File: config.mk
export PLATFORM = sky130hd
export DESIGN_NAME = serial_rx
export DESIGN_NICKNAME = d
export VERILOG_FILES = /design/src/rtl/serial_rx.sv
export SDC_FILE = /design/constraint.sdc
export NUM_CORES = 1
export LEC_CHECK = 0
export BUFFER_PORTS_ARGS = -buffer_cell sky130_fd_sc_hd__buf_2
export CAP_MARGIN = 20
export CORE_AREA = 2 2 43 53
export CTS_BUF_LIST = sky130_fd_sc_hd__clkbuf_4
export DETAILED_ROUTE_END_ITERATION = 6
export DIE_AREA = 0 0 45 55
export PLACE_DENSITY = 0.84
export SYNTH_ARGS = -nofsm -noshare
export SYNTH_HDL_FRONTEND = slang
export SYNTH_SLANG_ARGS = --single-unit
File: constraint.sdc
create_clock -name sysclk -period 4.1 [get_ports sysclk]
set_clock_uncertainty 0.1 [all_clocks]
set_input_delay 0.41 -clock sysclk [delete_from_list [all_inputs] [get_ports sysclk]]
set_output_delay 0.41 -clock sysclk [all_outputs]
set_load 0.05 [all_outputs]
File: src/rtl/serial_rx.sv
// serial_rx: 8N1 asynchronous serial receiver, LSB first.
// Bit timing comes from an external baud generator as single-cycle ticks:
// the half-bit tick centres on the start bit, the full-bit tick samples
// the data and stop bits. One good frame yields one ready_o strobe.
module serial_rx #(
  parameter int DATA_WIDTH = 8
) (
  input  logic                  sysclk,
  input  logic                  reset_n,
  input  logic                  half_baud_rate_tick_i,
  input  logic                  baud_rate_tick_i,
  input  logic                  recieve_i,
  output logic [DATA_WIDTH-1:0] data_o,
  output logic                  ready_o
);

  localparam int CW = $clog2(DATA_WIDTH + 1);

  localparam logic [2:0] IDLE  = 3'd0;
  localparam logic [2:0] START = 3'd1;
  localparam logic [2:0] DATA  = 3'd2;
  localparam logic [2:0] STOP  = 3'd3;
  // Entered after a framing error; the line must return high before
  // IDLE may look for a new start edge, so a held break cannot retrigger.
  localparam logic [2:0] BRK   = 3'd4;

  logic                  rx_meta;
  logic                  rx_s;
  logic [2:0]            state;
  logic [CW-1:0]         bit_cnt;
  logic [DATA_WIDTH-1:0] shift;

  // Two-flop synchroniser; resets to the idle (high) line level.
  always_ff @(posedge sysclk or negedge reset_n) begin
    if (!reset_n) begin
      rx_meta <= 1'b1;
      rx_s    <= 1'b1;
    end else begin
      rx_meta <= recieve_i;
      rx_s    <= rx_meta;
    end
  end

  // Frame FSM with bit counter, right-shifting deserialiser and output register.
  always_ff @(posedge sysclk or negedge reset_n) begin
    if (!reset_n) begin
      state   <= IDLE;
      bit_cnt <= '0;
      shift   <= '0;
      data_o  <= '0;
      ready_o <= 1'b0;
    end else begin
      ready_o <= 1'b0;
      case (state)
        IDLE: begin
          if (!rx_s) state <= START;
        end
        START: begin
          if (half_baud_rate_tick_i) begin
            if (!rx_s) begin
              bit_cnt <= '0;
              state   <= DATA;
            end else begin
              state   <= IDLE;
            end
          end
        end
        DATA: begin
          if (baud_rate_tick_i) begin
            // New bit enters at the MSB so the first bit lands in bit 0.
            shift   <= {rx_s, shift[DATA_WIDTH-1:1]};
            bit_cnt <= bit_cnt + CW'(1);
            if (bit_cnt == CW'(DATA_WIDTH - 1)) state <= STOP;
          end
        end
        STOP: begin
          if (baud_rate_tick_i) begin
            if (rx_s) begin
              data_o  <= shift;
              ready_o <= 1'b1;
              state   <= IDLE;
            end else begin
              state   <= BRK;
            end
          end
        end
        BRK: begin
          if (rx_s) state <= IDLE;
        end
        default: state <= IDLE;
      endcase
    end
  end

endmodule

=== Word level (Yosys, flattened, before mapping) ===
Index checks and enable logic that the tools add are counted.

* Output and inout port bits: 9
* Register bits: 26
* Word-level logic and storage cells: 42
* Input port bits: 5

* $add $sub $neg: 1
* Reductions and logical operators: 6
* Equality and inequality tests: 12
* Multiplexer cells: 16

{| class="wikitable"
|+ Operators with widths
! kind !! count
|-
| $mux 3 || 7
|-
| $pmux 3 s5 || 1
|-
| $ne 2x2->1 const B || 7
|-
| $mux 4 || 3
|-
| $pmux 4 s2 || 1
|-
| $eq 3x2->1 const B || 2
|-
| $reduce_and 6->1 || 1
|-
| $add 4x1->4 const B || 1
|-
| $eq 4x3->1 const B || 1
|-
| $reduce_and 4->1 || 1
|-
| $eq 3x1->1 const B || 1
|-
| $eq 3x3->1 const B || 1
|-
| $logic_not 3->1 || 1
|-
| $mux 1 || 3
|-
| $reduce_and 3->1 || 1
|-
| $mux 2 || 1
|-
| $reduce_and 2->1 || 1
|-
| $reduce_bool 2->1 || 1
|}

=== Logic depth before layout (Yosys ltp) ===
Gate-level depths: netlist of run 1.

* Word-level depth: 4
* Mapped depth: 6
* Depth with buffers taken out: 5

=== Worst setup path after synthesis of run 1 ===
No wires, ideal clock.

* Path kind: reg-to-reg
* From: register bit_cnt[0]
* To: register state[1]
* Path buffers: 0
* Library setup time: 125 ps
* Period minus slack after synthesis: 1641 ps
* Arrival time: 1416 ps
* Setup slack: 2459 ps
* Required time: 3875 ps
* Stages on the path, launching flop included: 5
* Cell sequence: dfrtp_1 -> ha_1 -> a311o_1 -> and3_4 -> mux2_4

* Word-level cells in the longest chain between the ends: 3

{| class="wikitable"
|+ RTL lines
! element !! line !! source
|-
| start: declaration || 30 || <nowiki>logic [CW-1:0] bit_cnt;</nowiki>
|-
| start signal: assignment || 72 || <nowiki>bit_cnt <= bit_cnt + CW'(1);</nowiki>
|-
| $eq 4x3->1 || 73 || <nowiki>if (bit_cnt == CW'(DATA_WIDTH - 1)) state <= STOP;</nowiki>
|-
| $ne 2x2->1 (no line) || -- ||
|-
| $reduce_and 6->1 (no line) || -- ||
|-
| end signal: assignment || 73 ||
|-
| end signal: assignment || 81 || <nowiki>state <= IDLE;</nowiki>
|-
| end signal: assignment || 83 || <nowiki>state <= BRK;</nowiki>
|-
| end: declaration || 29 || <nowiki>logic [2:0] state;</nowiki>
|}

Every way passes these cells.
A chain may end at the register's enable or synchronous reset.

=== Worst setup path after layout of run 1 ===
* From: register state[1]
* To: register state[1]

* Word-level cells in the longest chain between the ends: 3
* Elaborated cells on any way between the ends: 13

{| class="wikitable"
|+ RTL lines
! element !! line !! source
|-
| start signal: assignment || 47 || <nowiki>state <= IDLE;</nowiki>
|-
| start signal: assignment || 56 || <nowiki>if (!rx_s) state <= START;</nowiki>
|-
| start signal: assignment || 62 || <nowiki>state <= DATA;</nowiki>
|-
| $eq 3x2->1 (tied with other cells) || 54 || <nowiki>case (state)</nowiki>
|-
| $ne 2x2->1 (no line) || -- ||
|-
| $reduce_and 6->1 (no line) || -- ||
|}

Parallel ways exist; a longest one is shown, timed or not.

==> summary.md, run 1 <==
| Metric | Value |
|---|---|
| Critical-path cell list | nand2b_4 > a311o_1 > and3_4 > mux2_4 |
| Leakage | 0.000632 uW |
| Startpoint Class | flip-flop |
| Clock root cell | clkbuf_4 |
| Crit-path max FO | 10 |
| Antenna diodes | 0 |
| Die height | 55 um |
| Reg clk slew, reported paths | 0.12 ns |
| First-pass GRT wire length | 3.11 mm |
| Register area share after synthesis | 0.575 |
| Worst path max stage delay | 0.58 ns |
| Placed cell area | 1210 sq um |
| CTS tree | built |
| Number of I/O pins | 14 |
| PD cells | 709 nW/um^2 |
| WL/cell | 15.7 um |
| Tcrit/Tclk final | 0.417 |
| # clock sinks | 26 |
| Cell variety after synth | 30 |
| Yosys Warn Count | 0 |
| Via count | 699 |
| Reg-to-reg slack, setup | 2.39 ns |
| Reg-to-Reg Start | state[1] |
| Fin nets | 108 |
| Finished Layout Cells | 121 |
| H-tree Lvls | 1 |
| I/O Buffers | 13 |
| DP Wirelength | 1.36 mm |
| Vias/cell | 5.78 |
| Final Hold Viols | 0 |
| Post_cts resized | 0 |
| Initial Util | 0.573 |
| Post-Syn Nets | 91 |
| RSZ-0062 raised after global routing | false |
| Total gr overflow | 0 |
| Hold Path Depth | 1 |
| R2R cell count | 4 |
| Initial antenna violation count | 0 |
| Hold Path End | rx_meta |
| Mapped Area | 1140 sq um |
| Largest net degree at the start of global routing | 27 |
| Layout area overhead | 9.91% |
| Minimum clock period | 1.71 ns |
| Num CTS Buffers | 3 |
| Fin. max-slew vios | 0 |
| 1st-pass router iterations | 4 |
| Max Cap Viol | 0 |
| Vias in the first global route | 710 |
| GP Congestion | 0.694 |
| Final instance area | 1250 sq um |
| Setup_tns | 0 ns |
| Die area | 2480 sq um |
| Chip width | 45 um |
| DP Cell Count | 116 |
| Crit path kind | flip-flop to flip-flop |
| DRC | 0 |
| Max_slew headroom | 0.628 |
| Hold crit path type | primary input to flip-flop |
| Crit path capture type | flip-flop |
| Global Route Usage Sum | 0.179 |
| Worst skew pair latency | 0.32 ns |
| Initial DRC count | 5 |
| CP arrival | 1.82 ns |
| Worst EP required | 4.21 ns |
| Buffers and inverters on the worst path | 0 |
| CP top delay family | flip-flops |
| Min-delay src | recieve_i |
| Most common cell after layout, fill and taps aside | dfrtp_1 |
| Synthesized flop and latch total | 26 |
| Core ar. | 1980 sq um |
| Final wirelength | 1.90 mm |
| FMAX | 0.584 GHz |
| Syn Area/Cell | 13.4 sq um |
| Routed Antenna Nets | 0 |
| Site Rows | 18 |
| Final setup vio count | 0 |
| Status | finished, final reports clean |
| Layout cells sized above 1 | 0.416 |
| Mapped Cells | 85 |
| Slowest CP cell | dfrtp_1 |
| Maximum root-to-sink buffer count | 2 |
| Worst VDD drop | 560 uV |
| Worst Tran Pin Value | 0.558 ns |
| Most frequent cells in the layout | dfrtp_1, mux2_2, buf_2 |
| Final core utilization | 0.630 |
| RR Endpoint | state[1] |
==> metrics by stage <==
step                worst slack, ns  power, uW  hold WS (ns)
detailed placement             2.41        786         0.249
floorplan                      2.46        710        0.0144
CTS                            2.38        893        0.0736
global route                   2.29        943        0.0537
global placement               2.44        763         0.246
finish                         2.39        886        0.0811
==> worst register-to-register path, stage by stage (launching register included) <==
cell and delay [ns]:
dfrtp_1 0.58, nand2b_4 0.10, a311o_1 0.34, and3_4 0.20, mux2_4 0.29
==> metal layers <==
layer	vias up	part of all wire	track usage
met3	4	0.027	0.0357
met5	-	0	0
li1	331	-	-
met1	351	0.45	0.201
met2	13	0.50	0.305
met4	0	0.025	0.118
==> worst max-delay path by stage <==
stage	startpoint	end	cells past startpoint
6_report	state[1]	state[1]	4
5_1_grt	state[2]	state[1]	4
4_1_cts	state[2]	state[2]	4
3_5_place_dp	state[1]	state[2]	4
3_3_place_gp	state[1]	state[2]	4
2_1_floorplan	bit_cnt[0]	state[1]	4
==> cell usage after synthesis <==
master / number / area, sq um
inv_1: 6 / 22.5
nand3_1: 1 / 5.00
o211ai_1: 1 / 7.51
dfstp_2: 2 / 52.6
and3_4: 1 / 11.3
mux2i_1: 1 / 10.0
a21oi_1: 4 / 20.0
nor2b_1: 1 / 6.26
o22ai_1: 1 / 6.26
nand4bb_1: 1 / 11.3
ha_1: 1 / 12.5
dfrtp_1: 24 / 601
nand2b_4: 1 / 13.8
o31ai_1: 1 / 7.51
nor2_1: 2 / 7.51
and2_1: 1 / 6.26
xor2_1: 1 / 8.76
a2111oi_0: 1 / 8.76
nand4_2: 1 / 12.5
mux2_4: 2 / 30.0
nand2_1: 3 / 11.3
or3_2: 1 / 7.51
o21ai_0: 4 / 20.0
a311o_1: 1 / 10.0
mux2_2: 16 / 180
and3b_2: 1 / 10.0
buf_6: 1 / 11.3
buf_2: 2 / 10.0
nand3b_1: 1 / 7.51
nor3b_1: 1 / 7.51
==> timing repair <==
action | in CTS | in global routing
hold buffers | 1 | 0
hold endpoints to repair | 24 | 0
buffers inserted | 0 | 0
==> report_power, final <==
group | internal [uW] | total (uW) | switching (uW) | leakage [uW]
registers | 343 | 425 | 81.3 | 0.000339
logic | 160 | 355 | 195 | 0.000277
clock network | 35.6 | 106 | 70.4 | 0.0000154
total | 539 | 886 | 347 | 0.000632
==> cell type report <==
cell class | instances | area [sq um]
repair buffers | 15 | 82.6
inverters | 6 | 22.5
well taps | 20 | 25.0
flip-flops and latches | 26 | 653
clock inverters | 1 | 3.75
multi-input cells | 50 | 439
clock buffers | 3 | 22.5
fillers | 167 | 733
==> logic make-up (layout without fill, tap and decap cells) <==
logic type	count (synthesis)	in the layout	share of synthesized area
AOI/OAI and AO/OA	13	13	0.0705
xor gates and xnor gates	1	1	0.00771
adders and majority gates	1	1	0.0110
buffers and inverters	9	25	0.0385
DFF	26	26	0.575
muxes	19	19	0.194
and+or+nand+nor	16	16	0.104
==> registers in the layout (all words and copies together) (netlist names) <==
name and flops:
bit_cnt 4, data_o 8, ready_o 1, rx_meta 1
rx_s 1, shift 8, state 3
No activity file was read; power rests on OpenSTA's default activity.
==> run 2: changes to the inputs <==
==> config.mk (replaced) <==
export PLATFORM = sky130hd
export DESIGN_NAME = serial_rx
export DESIGN_NICKNAME = d
export VERILOG_FILES = /design/src/rtl/serial_rx.sv
export SDC_FILE = /design/constraint.sdc
export NUM_CORES = 1
export LEC_CHECK = 0
export ABC_AREA = 1
export BUFFER_PORTS_ARGS = -buffer_cell sky130_fd_sc_hd__buf_2
export CAP_MARGIN = 20
export CORE_AREA = 2 2 47 58
export CTS_BUF_LIST = sky130_fd_sc_hd__clkbuf_4
export DETAILED_ROUTE_END_ITERATION = 6
export DIE_AREA = 0 0 49 60
export PLACE_DENSITY = 0.8
export SYNTH_ARGS = -nofsm -noshare
export SYNTH_HDL_FRONTEND = slang
export SYNTH_SLANG_ARGS = --single-unit
==> constraint.sdc (replaced) <==
create_clock -name sysclk -period 1.45 [get_ports sysclk]
set_clock_uncertainty 0.1 [all_clocks]
set_input_delay 0.145 -clock sysclk [delete_from_list [all_inputs] [get_ports sysclk]]
set_output_delay 0.145 -clock sysclk [all_outputs]
set_load 0.05 [all_outputs]
==> run 2 against run 1 <==
  * Utilization shrank 5.2 points
  * Register-to-register slack got worse by 2.3 ns
  * Non-clock buffer count increased by 3
  * Global-route usage down 2.3 points
  * Final area up 12%
  * Via count up 30%
  * Sequential share of layout area shrank 5.5 points
  * Area after synthesis increased by 8.3%
  * Critical path depth grew 3
  * Wire length is 14% higher
  * First-iteration DRC count rose to 3.6 times the previous value
==> summary.md, run 2 <==
| Metric | Value |
|---|---|
| Status | finished, final reports clean (unchanged) |
| FMAX | 0.742 GHz (was 0.584 GHz) |
| Via count | 907 (was 699) |
| Reg-to-reg slack, setup | 0.10 ns (was 2.39 ns) |
| Final setup vio count | 0 (unchanged) |
| Mapped Cells | 135 (was 85) |
| Placed cell area | 1300 sq um (was 1210 sq um) |
| Vias/cell | 4.85 (was 5.78) |
| Worst Tran Pin Value | 0.553 ns (was 0.558 ns) |
| Layout area overhead | 14.1% (was 9.91%) |
| Die height | 60 um (was 55 um) |
| Crit path capture type | flip-flop (unchanged) |
| Global Route Usage Sum | 0.156 (was 0.179) |
| Fin nets | 161 (was 108) |
| Min-delay src | half_baud_rate_tick_i (was recieve_i) |
| Num CTS Buffers | 3 (unchanged) |
| Vias in the first global route | 858 (was 710) |
| Initial Util | 0.507 (was 0.573) |
| Largest area contributor in the netlist | dfrtp_1 (unchanged) |
| Count leader, synth | nand2_1 (was dfrtp_1) |
| Minimum clock period | 1.35 ns (was 1.71 ns) |
| First-pass GRT wire length | 3.54 mm (was 3.11 mm) |
| Worst VDD drop | 1080 uV (was 560 uV) |
| Post-synth top cells | nand2_1, dfrtp_1, inv_1 (was dfrtp_1, mux2_2, inv_1) |
| Synthesized flop and latch total | 26 (unchanged) |
| H-tree Lvls | 1 (unchanged) |
| WL/cell | 11.6 um (was 15.7 um) |
| Reg clk slew, reported paths | 0.14 ns (was 0.12 ns) |
| Clock root cell | clkbuf_4 (unchanged) |
| Initial antenna violation count | 0 (unchanged) |
| # clock sinks | 26 (unchanged) |
| Tcrit/Tclk final | 0.930 (was 0.417) |
| Reg-to-Reg Start | state[0] (was state[1]) |
| Most common cell after layout, fill and taps aside | nand2_1 (was dfrtp_1) |
| 1st-pass router iterations | 4 (unchanged) |
| Final setup margin | 0.102 ns (was 2.39 ns) |
| Routed Antenna Nets | 0 (unchanged) |
| RR Endpoint | bit_cnt[3] (was state[1]) |
| Layout cells sized above 1 | 0.292 (was 0.416) |
| Die area | 2940 sq um (was 2480 sq um) |
| Cell variety after synth | 22 (was 30) |
| Final wirelength | 2.16 mm (was 1.90 mm) |
| Worst EP required | 1.62 ns (was 4.21 ns) |
| Register area share after synthesis | 0.531 (was 0.575) |
| DP Cell Count | 178 (was 116) |
| Maximum root-to-sink buffer count | 2 (unchanged) |
| Setup_tns | 0 ns (unchanged) |
| GP Congestion | 0.852 (was 0.694) |
| CP arrival | 1.52 ns (was 1.82 ns) |
| Site Rows | 20 (was 18) |
| Antenna diodes | 0 (unchanged) |
| Largest net degree at the start of global routing | 27 (unchanged) |
| Max Cap Viol | 0 (unchanged) |
| Syn Area/Cell | 9.11 sq um (was 13.4 sq um) |
| DRC | 0 (unchanged) |
| Final instance area | 1400 sq um (was 1250 sq um) |
| Max_slew headroom | 0.631 (was 0.628) |
| Leakage | 0.000731 uW (was 0.000632 uW) |
| Top flop regs | data_o x8, shift x8, bit_cnt x4 (unchanged) |
| I/O Buffers | 13 (unchanged) |
| Crit-path max FO | 4 (was 10) |
| Core ar. | 2430 sq um (was 1980 sq um) |
| Dpl ws | 0.0101 ns (was 2.41 ns) |
| Worst skew pair latency | 0.32 ns (about the same) |
| CTS tree | built (unchanged) |
| Crit path kind | flip-flop to flip-flop (unchanged) |
| R2R cell count | 7 (was 4) |
| Synth async-reset ratio | 1.00 (unchanged) |
| Mapped Area | 1230 sq um (was 1140 sq um) |
| DP Wirelength | 1.55 mm (was 1.36 mm) |
| Total gr overflow | 0 (unchanged) |
| Yosys Warn Count | 0 (unchanged) |
| Share of the synthesized area in the top cell type | 0.488 (was 0.529) |
| Hold crit path type | primary input to flip-flop (unchanged) |
| Most frequent cells in the layout | nand2_1, dfrtp_1, inv_1 (was dfrtp_1, mux2_2, buf_2) |
| PD cells | 2090 nW/um^2 (was 709 nW/um^2) |
| Chip width | 49 um (was 45 um) |
| Hold Path End | state[0] (was rx_meta) |
| Post-synth top flop | dfrtp_1 (unchanged) |
| Post-Syn Nets | 141 (was 91) |
| Post-synth EDFFs | 0 (unchanged) |
| Final Hold Viols | 0 (unchanged) |
| Number of I/O pins | 14 (unchanged) |
| Initial DRC count | 18 (was 5) |
| Hold Path Depth | 5 (was 1) |
| Finished Layout Cells | 187 (was 121) |
| Fin. max-slew vios | 0 (unchanged) |
| Startpoint Class | flip-flop (unchanged) |
| Ranking of synthesized cells by area | dfrtp_1, nand2_1, o21ai_2 (was dfrtp_1, mux2_2, dfstp_2) |
[run 2: changes by cell type after synthesis, moves of 5 or more]
cell     change
nand2_1     +36
inv_1       +12
o21ai_0      +5
o21ai_2      +8
nand3_1      +9
mux2_2      -16
[run 2: worst max path at each step]
stage                     startpoint    endpoint  slack (ns)  depth (start not counted)
final                       state[0]  bit_cnt[3]        0.10                          7
after global routing        state[0]  bit_cnt[3]       -0.04                          7
after global placement      state[2]    shift[6]        0.13                          4
after floorplan             state[2]    shift[1]        0.20                          6
after detailed placement    state[2]    shift[5]        0.01                          5
after CTS                   state[2]    shift[5]        0.09                          6
[run 2: logic make-up (layout without fill, tap and decap cells)]
logic type | Yosys count | count (layout) | share of synthesized area
adder cells (fa/ha/maj) | 1 | 1 | 0.0102
flip-flops | 26 | 26 | 0.531
XOR/XNOR | 1 | 1 | 0.00712
buffers and inverters | 22 | 41 | 0.0854
AO/OA/AOI/OAI | 19 | 19 | 0.104
AND/OR/NAND/NOR | 66 | 66 | 0.262
[run 2: repair_timing]
| item | CTS | global route |
|---|---|---|
| pin swaps | 1 | 0 |
| hold endpoints to repair | 25 | 0 |
| endpoints found under the setup margin | 1 | 8 |
| buffers inserted | 2 | 1 |
| gates resized for setup | 0 | 4 |
| hold buffers | 2 | 0 |
[run 2: critical path, stage by stage, from the launching register on]
cell,delay (ns)
dfrtp_2,0.47
inv_1,0.11
nand2_1,0.06
nor2_1,0.18
o21ai_0,0.12
a21oi_1,0.14
nand2_1,0.07
nand2_1,0.05
[run 2: cell type report]
class | instances | area (sq um)
Fill cell | 220 | 1020
Clock buffer | 3 | 22.5
Inverter | 19 | 71.3
Sequential cell | 26 | 657
Timing Repair Buffer | 18 | 108
Multi-Input combinational cell | 87 | 474
Tap cell | 33 | 41.3
Clock inverter | 1 | 30.0
[run 2: per-layer routing]
metal	global-route usage	routed length [um]	vias to the layer above
li1	-	-	456
met1	0.187	921	423
met2	0.270	1140	24
met3	0.0275	69	4
met4	0.0816	32	0
met5	0	0	-
[run 2: metrics by stage]
stage	hold slack [ns]	utilization	power (uW)
3_3_place_gp	0.0572	0.537	2360
3_5_place_dp	0.0708	0.537	2410
2_1_floorplan	-0.251	-	2150
4_1_cts	0.110	0.573	2920
6_report	0.101	0.578	2940
5_1_grt	0.143	0.578	3130
[run 2: report_power, final]
| part | leakage, uW | switching [uW] | internal [uW] |
|---|---|---|---|
| clock network | 0.0000279 | 215 | 279 |
| registers | 0.000331 | 175 | 990 |
| logic | 0.000372 | 904 | 371 |
==> run 3: changes to the inputs <==
--- a/config.mk
+++ b/config.mk
@@ -8,11 +8,11 @@
 export ABC_AREA = 1
 export BUFFER_PORTS_ARGS = -buffer_cell sky130_fd_sc_hd__buf_2
 export CAP_MARGIN = 20
-export CORE_AREA = 2 2 47 58
+export CORE_AREA = 2 2 45 56
 export CTS_BUF_LIST = sky130_fd_sc_hd__clkbuf_4
 export DETAILED_ROUTE_END_ITERATION = 6
-export DIE_AREA = 0 0 49 60
-export PLACE_DENSITY = 0.8
+export DIE_AREA = 0 0 47 58
+export PLACE_DENSITY = 0.82
 export SYNTH_ARGS = -nofsm -noshare
 export SYNTH_HDL_FRONTEND = slang
 export SYNTH_SLANG_ARGS = --single-unit
==> constraint.sdc (replaced) <==
create_clock -name sysclk -period 1.5 [get_ports sysclk]
set_clock_uncertainty 0.1 [all_clocks]
set_input_delay 0.15 -clock sysclk [delete_from_list [all_inputs] [get_ports sysclk]]
set_output_delay 0.15 -clock sysclk [all_outputs]
set_load 0.05 [all_outputs]
==> run 3 against run 2 <==
  * Sequential share of layout area grew 1.1 points
  * Largest cell class unchanged
  * Maximum frequency shrank 1.8%
  * Wire length shrank 4.1%
  * Die area shrank 7.3%
  * Global-route usage grew 2.9 points
  * Critical path type unchanged
  * Sequential power shrank 3%
  * Clock power shrank 36%
  * Utilization grew 4.6 points
==> summary.md, run 3 (synthesis gave the netlist of run 2 again) <==
| Metric | Value |
|---|---|
| WL/cell | 11.3 um (was 11.6 um) |
| Initial DRC count | 15 (was 18) |
| Startpoint Class | flip-flop (unchanged) |
| Reg-to-reg slack, setup | 0.13 ns (was 0.10 ns) |
| Status | finished, final reports clean (unchanged) |
| Min-delay src | half_baud_rate_tick_i (unchanged) |
| Die area | 2730 sq um (was 2940 sq um) |
| Tcrit/Tclk final | 0.915 (was 0.930) |
| Clk pwr share | 0.120 (was 0.168) |
| Combinational share of power | 0.450 (was 0.434) |
| Post_cts resized | 0 (unchanged) |
| Site Rows | 19 (was 20) |
| Worst Setup SP | state[1] (was state[0]) |
| Crit-path max FO | 17 (was 4) |
| Fin nets | 160 (was 161) |
| Crit path capture type | flip-flop (unchanged) |
| Seq pwr share | 0.430 (was 0.397) |
| Routed Antenna Nets | 0 (unchanged) |
| Max Cap Viol | 0 (unchanged) |
| Leakage | 0.000720 uW (was 0.000731 uW) |
| CP arrival | 1.49 ns (was 1.52 ns) |
| CTS tree | built (unchanged) |
| Vias in the first global route | 883 (was 858) |
| Final core utilization | 0.624 (was 0.578) |
| Internal power | 1420 uW (was 1640 uW) |
| Fin. max-slew vios | 0 (unchanged) |
| Initial antenna violation count | 0 (unchanged) |
| Reg-to-Reg Start | state[1] (was state[0]) |
| Worst EP required | 1.62 ns (about the same) |
| Hold Path Depth | 5 (unchanged) |
| Most common cell after layout, fill and taps aside | nand2_1 (unchanged) |
| PD cells | 1930 nW/um^2 (was 2090 nW/um^2) |
| Final Hold Viols | 0 (unchanged) |
| FMAX | 0.728 GHz (was 0.742 GHz) |
| Minimum clock period | 1.37 ns (was 1.35 ns) |
| Vias/cell | 4.85 (about the same) |
| Layout cells sized above 1 | 0.261 (was 0.292) |
| Reg clk slew, reported paths | 0.13 ns (was 0.14 ns) |
| Setup_tns | 0 ns (unchanged) |
| Number of I/O pins | 14 (unchanged) |
| Worst skew pair latency | 0.32 ns (about the same) |
| DP Wirelength | 1.51 mm (was 1.55 mm) |
| R2R cell count | 5 (was 7) |
| Max_slew headroom | 0.621 (was 0.631) |
| Antenna diodes | 0 (unchanged) |
| GP Congestion | 0.943 (was 0.852) |
| Maximum root-to-sink buffer count | 2 (unchanged) |
| First-pass GRT wire length | 3.60 mm (was 3.54 mm) |
| Final setup vio count | 0 (unchanged) |
| Layout area overhead | 11.0% (was 14.1%) |
| Most frequent cells in the layout | nand2_1, dfrtp_1, inv_1 (unchanged) |
| 1st-pass router iterations | 4 (unchanged) |
| # clock sinks | 26 (unchanged) |
| Via count | 893 (was 907) |
| H-tree Lvls | 1 (unchanged) |
| I/O Buffers | 13 (unchanged) |
| NetSw | 1220 uW (was 1290 uW) |
| Final wirelength | 2.07 mm (was 2.16 mm) |
| Core ar. | 2190 sq um (was 2430 sq um) |
| Total gr overflow | 0 (unchanged) |
| Die height | 58 um (was 60 um) |
| DRC | 0 (unchanged) |
| Num CTS Buffers | 3 (unchanged) |
| RR Endpoint | data_o[2] (was bit_cnt[3]) |
| Hold Path End | state[0] (unchanged) |
| Chip width | 47 um (was 49 um) |
| Top flop regs | data_o x8, shift x8, bit_cnt x4 (unchanged) |
| Largest net degree at the start of global routing | 27 (unchanged) |
| Worst Tran Pin Value | 0.569 ns (was 0.553 ns) |
| Worst VDD drop | 1210 uV (was 1080 uV) |
| Crit path kind | flip-flop to flip-flop (unchanged) |
| Switching share of power | 0.463 (was 0.441) |
| RSZ-0062 raised after global routing | false |
| Clock root cell | clkbuf_4 (unchanged) |
| Hold crit path type | primary input to flip-flop (unchanged) |
| Global Route Usage Sum | 0.185 (was 0.156) |
| Initial Util | 0.562 (was 0.507) |
==> run 3: changes by cell type in the layout (fill, tap and decap cells not counted) <==
cell       change
bufinv_16      -1
dfrtp_2        -3
nor2_1         +1
buf_4          -1
clkbuf_4       +1
dfrtp_1        +3
nor2_2         -1
==> run 3: power by group through the flow <==
stage	Clock [uW]	Sequential, uW	Combinational (uW)
floorplan	0	1460	624
global placement	0	1140	1140
detailed placement	0	1150	1180
CTS	328	1140	1190
global route	352	1160	1310
finish	318	1130	1190
==> run 3: worst max path at each step <==
stage	end	cells past startpoint	slack, ns
after floorplan	shift[1]	6	0.25
after global placement	shift[4]	4	0.16
after detailed placement	shift[4]	5	0.06
after CTS	shift[1]	5	0.06
after global routing	data_o[3]	5	0.01
final	data_o[2]	5	0.13
==> run 3: timing repair <==
item | in CTS | in global routing
endpoints found under the hold margin | 25 | 0
endpoints found under the setup margin | 0 | 9
hold buffers | 2 | 0
setup buffers | 0 | 2
==> run 3: cell type report <==
cell class,count,area (sq um)
Clock buffer,4,30.0
Fill cell,197,822
Inverter,19,71.3
Multi-Input combinational cell,87,472
Sequential cell,26,653
Tap cell,31,38.8
Timing Repair Buffer,17,100
==> run 3: per-layer routing <==
metal | up-vias | GRT usage | wire [um]
met3 | 5 | 0.0187 | 37
met4 | 0 | 0.0992 | 56
met1 | 424 | 0.238 | 945
met5 | - | 0 | 0
met2 | 10 | 0.297 | 1040
li1 | 454 | - | -
==> run 3: metrics by stage <==
stage | instance area, sq um | total power (uW) | hold slack, ns | instances | setup WS, ns
after floorplan | 1230 | 2080 | -0.246 | 135 | 0.252
after global placement | 1300 | 2280 | 0.0725 | 176 | 0.158
after detailed placement | 1300 | 2330 | 0.0735 | 176 | 0.0630
after CTS | 1350 | 2650 | 0.110 | 182 | 0.0612
after global routing | 1370 | 2830 | 0.142 | 184 | 0.00977
final | 1370 | 2640 | 0.117 | 184 | 0.127
==> run 3: worst max-delay path, cell delays in order, from the launching register on <==
cell and delay (ns):
dfrtp_1 0.49, nand2_2 0.11, nor2_4 0.12, nand3_4 0.22
nand2_1 0.15, o21ai_2 0.06
